==> src/rtl/spi_rx_fifo.sv <==
// spi_rx_fifo: SPI master receive drain with acknowledge FSM and a stream FIFO.
// Define SPI_RX_OVR_CNT_EN to build the saturating dropped-byte counter on ovr_cnt.
module spi_rx_fifo #(
    parameter int WIDTH = 8,
    parameter int DEPTH = 8,
    localparam int AW = $clog2(DEPTH)
) (
    input  logic             clk,
    input  logic             rst_n,
    input  logic [WIDTH-1:0] rx_data,
    input  logic             rx_not_empty,
    output logic             read,
    output logic [WIDTH-1:0] m_data,
    output logic             m_valid,
    input  logic             m_ready,
    output logic [AW:0]      count,
    output logic             full,
    output logic             overflow,
    input  logic             clr_ovr,
    output logic [7:0]       ovr_cnt
);

    typedef enum logic {
        IDLE = 1'b0,
        ACK  = 1'b1
    } state_t;

    localparam logic [AW:0] FULL_CNT = (AW + 1)'(DEPTH);

    state_t           state;
    state_t           state_nx;
    logic [WIDTH-1:0] mem [DEPTH];
    logic [AW-1:0]    wr_ptr;
    logic [AW-1:0]    rd_ptr;
    logic             capture;
    logic             push;
    logic             drop;
    logic             pop;

    assign full    = (count == FULL_CNT);
    assign m_valid = (count != '0);
    assign m_data  = mem[rd_ptr];
    assign read    = (state == ACK);
    assign push    = capture & ~full;
    assign drop    = capture & full;
    assign pop     = m_valid & m_ready;

    // Acknowledge FSM register; read is decoded from the registered state.
    always_ff @(posedge clk or negedge rst_n) begin
        if (!rst_n) begin
            state <= IDLE;
        end else begin
            state <= state_nx;
        end
    end

    // Take one byte in IDLE, spend exactly one cycle acknowledging it.
    always_comb begin
        state_nx = state;
        capture  = 1'b0;
        unique case (state)
            IDLE: begin
                if (rx_not_empty) begin
                    capture  = 1'b1;
                    state_nx = ACK;
                end
            end
            ACK:     state_nx = IDLE;
            default: state_nx = IDLE;
        endcase
    end

    // Storage array; contents need no reset since count gates visibility.
    always_ff @(posedge clk) begin
        if (push) begin
            mem[wr_ptr] <= rx_data;
        end
    end

    // Pointers wrap naturally at DEPTH; occupancy kept in its own register.
    always_ff @(posedge clk or negedge rst_n) begin
        if (!rst_n) begin
            wr_ptr <= '0;
            rd_ptr <= '0;
            count  <= '0;
        end else begin
            if (push) begin
                wr_ptr <= wr_ptr + 1'b1;
            end
            if (pop) begin
                rd_ptr <= rd_ptr + 1'b1;
            end
            unique case ({push, pop})
                2'b10:   count <= count + 1'b1;
                2'b01:   count <= count - 1'b1;
                default: count <= count;
            endcase
        end
    end

    // Sticky overflow flag; a drop in the same cycle as a clear wins.
    always_ff @(posedge clk or negedge rst_n) begin
        if (!rst_n) begin
            overflow <= 1'b0;
        end else if (drop) begin
            overflow <= 1'b1;
        end else if (clr_ovr) begin
            overflow <= 1'b0;
        end
    end

`ifdef SPI_RX_OVR_CNT_EN
    // Saturating count of dropped bytes; a drop during a clear restarts at one.
    always_ff @(posedge clk or negedge rst_n) begin
        if (!rst_n) begin
            ovr_cnt <= 8'h00;
        end else if (clr_ovr) begin
            ovr_cnt <= drop ? 8'h01 : 8'h00;
        end else if (drop && ovr_cnt != 8'hFF) begin
            ovr_cnt <= ovr_cnt + 8'h01;
        end
    end
`else
    assign ovr_cnt = 8'h00;
`endif

endmodule

==> config.mk <==
export PLATFORM = sky130hd
export DESIGN_NAME = spi_rx_fifo
export DESIGN_NICKNAME = d
export VERILOG_FILES = /design/src/rtl/spi_rx_fifo.sv
export SDC_FILE = /design/constraint.sdc
export NUM_CORES = 1
export LEC_CHECK = 0
export ABC_CLOCK_PERIOD_IN_PS = 4550
export BUFFER_PORTS_ARGS = -buffer_cell sky130_fd_sc_hd__buf_2
export CORE_AREA = 2 2 66 93
export CTS_BUF_LIST = sky130_fd_sc_hd__clkbuf_4 sky130_fd_sc_hd__clkbuf_8
export DETAILED_ROUTE_END_ITERATION = 7
export DIE_AREA = 0 0 68 95
export PLACE_DENSITY = 0.84
export SYNTH_ARGS = -nofsm -noshare
export SYNTH_HDL_FRONTEND = slang
export SYNTH_SLANG_ARGS = --single-unit
==> constraint.sdc <==
create_clock -name clk -period 4.55 [get_ports clk]
set_clock_uncertainty 0.1 [all_clocks]
set_input_delay 0.6825 -clock clk [delete_from_list [all_inputs] [get_ports clk]]
set_output_delay 0.6825 -clock clk [all_outputs]
set_load 0.01 [all_outputs]
==> results.json <==
{
  "outcome": "completed",
  "wl_met3_um": 247,
  "rr_startpoint": "count[2]",
  "drt_pass1_iterations": 4,
  "viasPerCell": 5.61,
  "synth_cell_types": 33,
  "cpMaxStageDelayCell": "dfrtp_1",
  "dp_cells": 266,
  "hold_buffers": 0,
  "routed.top_layer": "met4",
  "syn_inst": 174,
  "cpLargestDelayFamily": "multiplexers",
  "cts_tree": "built",
  "regArea_um2": 2220,
  "final_min_period_over_clock_period": 0.690,
  "drt_iter0_drc": 65,
  "synth-edff-count": 64,
  "cp_slowest_stage_delay_ps": 940,
  "numPortBuffers": 28,
  "num_vias": 1576,
  "grtUsageTotal": 0.187,
  "ant_nets": 0,
  "grt.overflow.total": 0,
  "die_h_um": 95,
  "rsz0062_at_grt": "no",
  "ys.flop_type": "edfxtp_1",
  "cts-buffers-inserted": 9,
  "max-slew-margin-rel": 0.398,
  "worst_pin_slew_ps": 903,
  "synth_seq_cells": 76,
  "yosysMostFrequentCell": "edfxtp_1",
  "wire_per_inst_um": 18.5,
  "htreeDepth": 3,
  "critPathLaunchType": "register",
  "finalNonFillerCells": 281,
  "finalCriticalPeriod_ps": 3140,
  "crit_arrival_ps": 2360,
  "grt_pass1_vias": 1644,
  "antenna_cells": 0,
  "synth_top_cell_by_area": "edfxtp_1",
  "cp_cell_sequence": "mux4_1, mux2_2, buf_2",
  "max-cap-violations": 0,
  "gp_congestion": 0.737,
  "coreArea_um2": 5700,
  "async_flop_share": 0.158,
  "wl_met1_mm": 1.97,
  "yosys-top-cells-count": "edfxtp_1 (64), mux4_1 (16), dfrtp_1 (12)",
  "setup_violations": 0,
  "cp_num_buf_inv": 1,
  "grt_max_degree": 19,
  "postPlaceCellArea_um2": 3410,
  "die_area_um2": 6460,
  "p_leak_nw": 1.32,
  "synth_top_area_share": 0.590,
  "synth_warnings": 0,
  "postLayoutCellArea_um2": 3570,
  "syn_area_um2": 3260,
  "multi_input_area_um2": 923,
  "cts_buffer_depth": 2,
  "die_w_um": 68,
  "fp-row-count": 33,
  "nNetsFinal": 226,
  "critPathKind": "register to output port",
  "startpoint": "rd_ptr[0]",
  "wl_met2_mm": 2.87,
  "cts.sinks": 76,
  "drc_errors": 0,
  "ys_seq_area_frac": 0.682,
  "crit_required_ps": 3770,
  "total_power_mw": 2.02,
  "synth.avg_cell_area_um2": 18.7,
  "num-fill-cells": 411,
  "fin_ws_ps": 1410,
  "final_max_slew_viol_count": 0,
  "grt_pass1_wl_mm": 8.22,
  "start_util": 0.572,
  "clk_latency_ps": 330,
  "root_buffer": "clkbuf_8",
  "layout-drive-gt1-share": 0.256,
  "post_cts_resized": 0,
  "ir_worst_vdd_uv": 327,
  "hold_violations": 0,
  "antenna_found_initial": 0,
  "cts_setup_buffers": 0,
  "worstSetupEndpointType": "output port",
  "fmax_ghz": 0.318,
  "hold_class": "input pin to asynchronous set/reset pin",
  "dp_slack_ps": 1460,
  "clkTransAtPathRegs_ps": 70,
  "totalWireLength_mm": 5.20,
  "dpl.hpwl_mm": 3.52,
  "crit_fanout": 18,
  "io-pin-count": 37,
  "powerDensity_nw_per_um2": 566,
  "ys_top_cells_by_area": "edfxtp_1 (59%), mux4_1 (13%), dfrtp_1 (9.2%)",
  "tns_ps": 0,
  "synthToLayoutAreaGrowth_pct": 9.45
}
layout make-up:
class / instances / share of cell area
Timing Repair Buffer: 30 / 0.0435
Clock buffer: 10 / 0.0368
Sequential cell: 76 / 0.623
Tap cell: 70 / 0.0246
Multi-Input combinational cell: 83 / 0.259
Clock inverter: 5 / 0.00561
Inverter: 7 / 0.00737
logic make-up (layout without fill, tap and decap cells):
family	after synthesis	in the layout	share of synthesized area
compound gates	7	7	0.0146
mux	28	28	0.170
other cells	1	8	0.00115
xor+xnor	6	6	0.0161
flops	76	76	0.682
simple gates	28	28	0.0480
buf+inv	22	52	0.0426
fa+ha+maj	6	6	0.0253
flip-flops by register name, indices dropped and copies added (netlist names):
signal    cells
overflow      1
read          1
wr_ptr        3
rd_ptr        3
mem          64
count         4
metal layers:
layer / GRT usage / vias up
met1: 0.222 / 777
met2: 0.315 / 46
met5: 0 / -
li1: - / 743
met3: 0.0441 / 10
met4: 0.0867 / 0
power breakdown:
group | switching, mW | total (mW) | internal (mW)
logic | 0.266 | 0.610 | 0.344
clock network | 0.207 | 0.399 | 0.192
registers | 0.142 | 1.01 | 0.866
total | 0.614 | 2.02 | 1.40
through the flow:
stage / hold slack [ps] / utilization
2_1_floorplan: 287 / -
3_3_place_gp: 386 / 0.599
3_5_place_dp: 385 / 0.599
4_1_cts: 116 / 0.626
5_1_grt: 129 / 0.626
6_report: 112 / 0.626
worst paths after layout:
| check | end | slack [ps] | depth (start not counted) |
|---|---|---|---|
| worst max register to register | count[3] | 1600 | 8 |
| min in group clk | read | 410 | 1 |
| worst max-delay path | m_data[5] | 1410 | 3 |
| max in group asynchronous | rd_ptr[1] | 4020 | 1 |
| worst min register to register | read | 410 | 1 |
| worst min-delay path | count[0] | 110 | 1 |
layout by cell type, fill, tap and decap left out, types with 2 or more instances in the layout:
cell type and instances:
inv_1 7, nor3b_1 3, ha_1 5, nor2_1 6
o21ai_0 2, xnor2_1 5, nor3_1 2, a21oi_1 2
nand2_1 5, edfxtp_1 64, mux4_1 16, conb_1 8
clkbuf_8 9, mux2_2 11, nand3_1 5, clkinv_1 4
nand2b_1 2, buf_2 28, buf_4 2, dfrtp_1 12
Note: power is estimated with default switching activity, not from simulation.
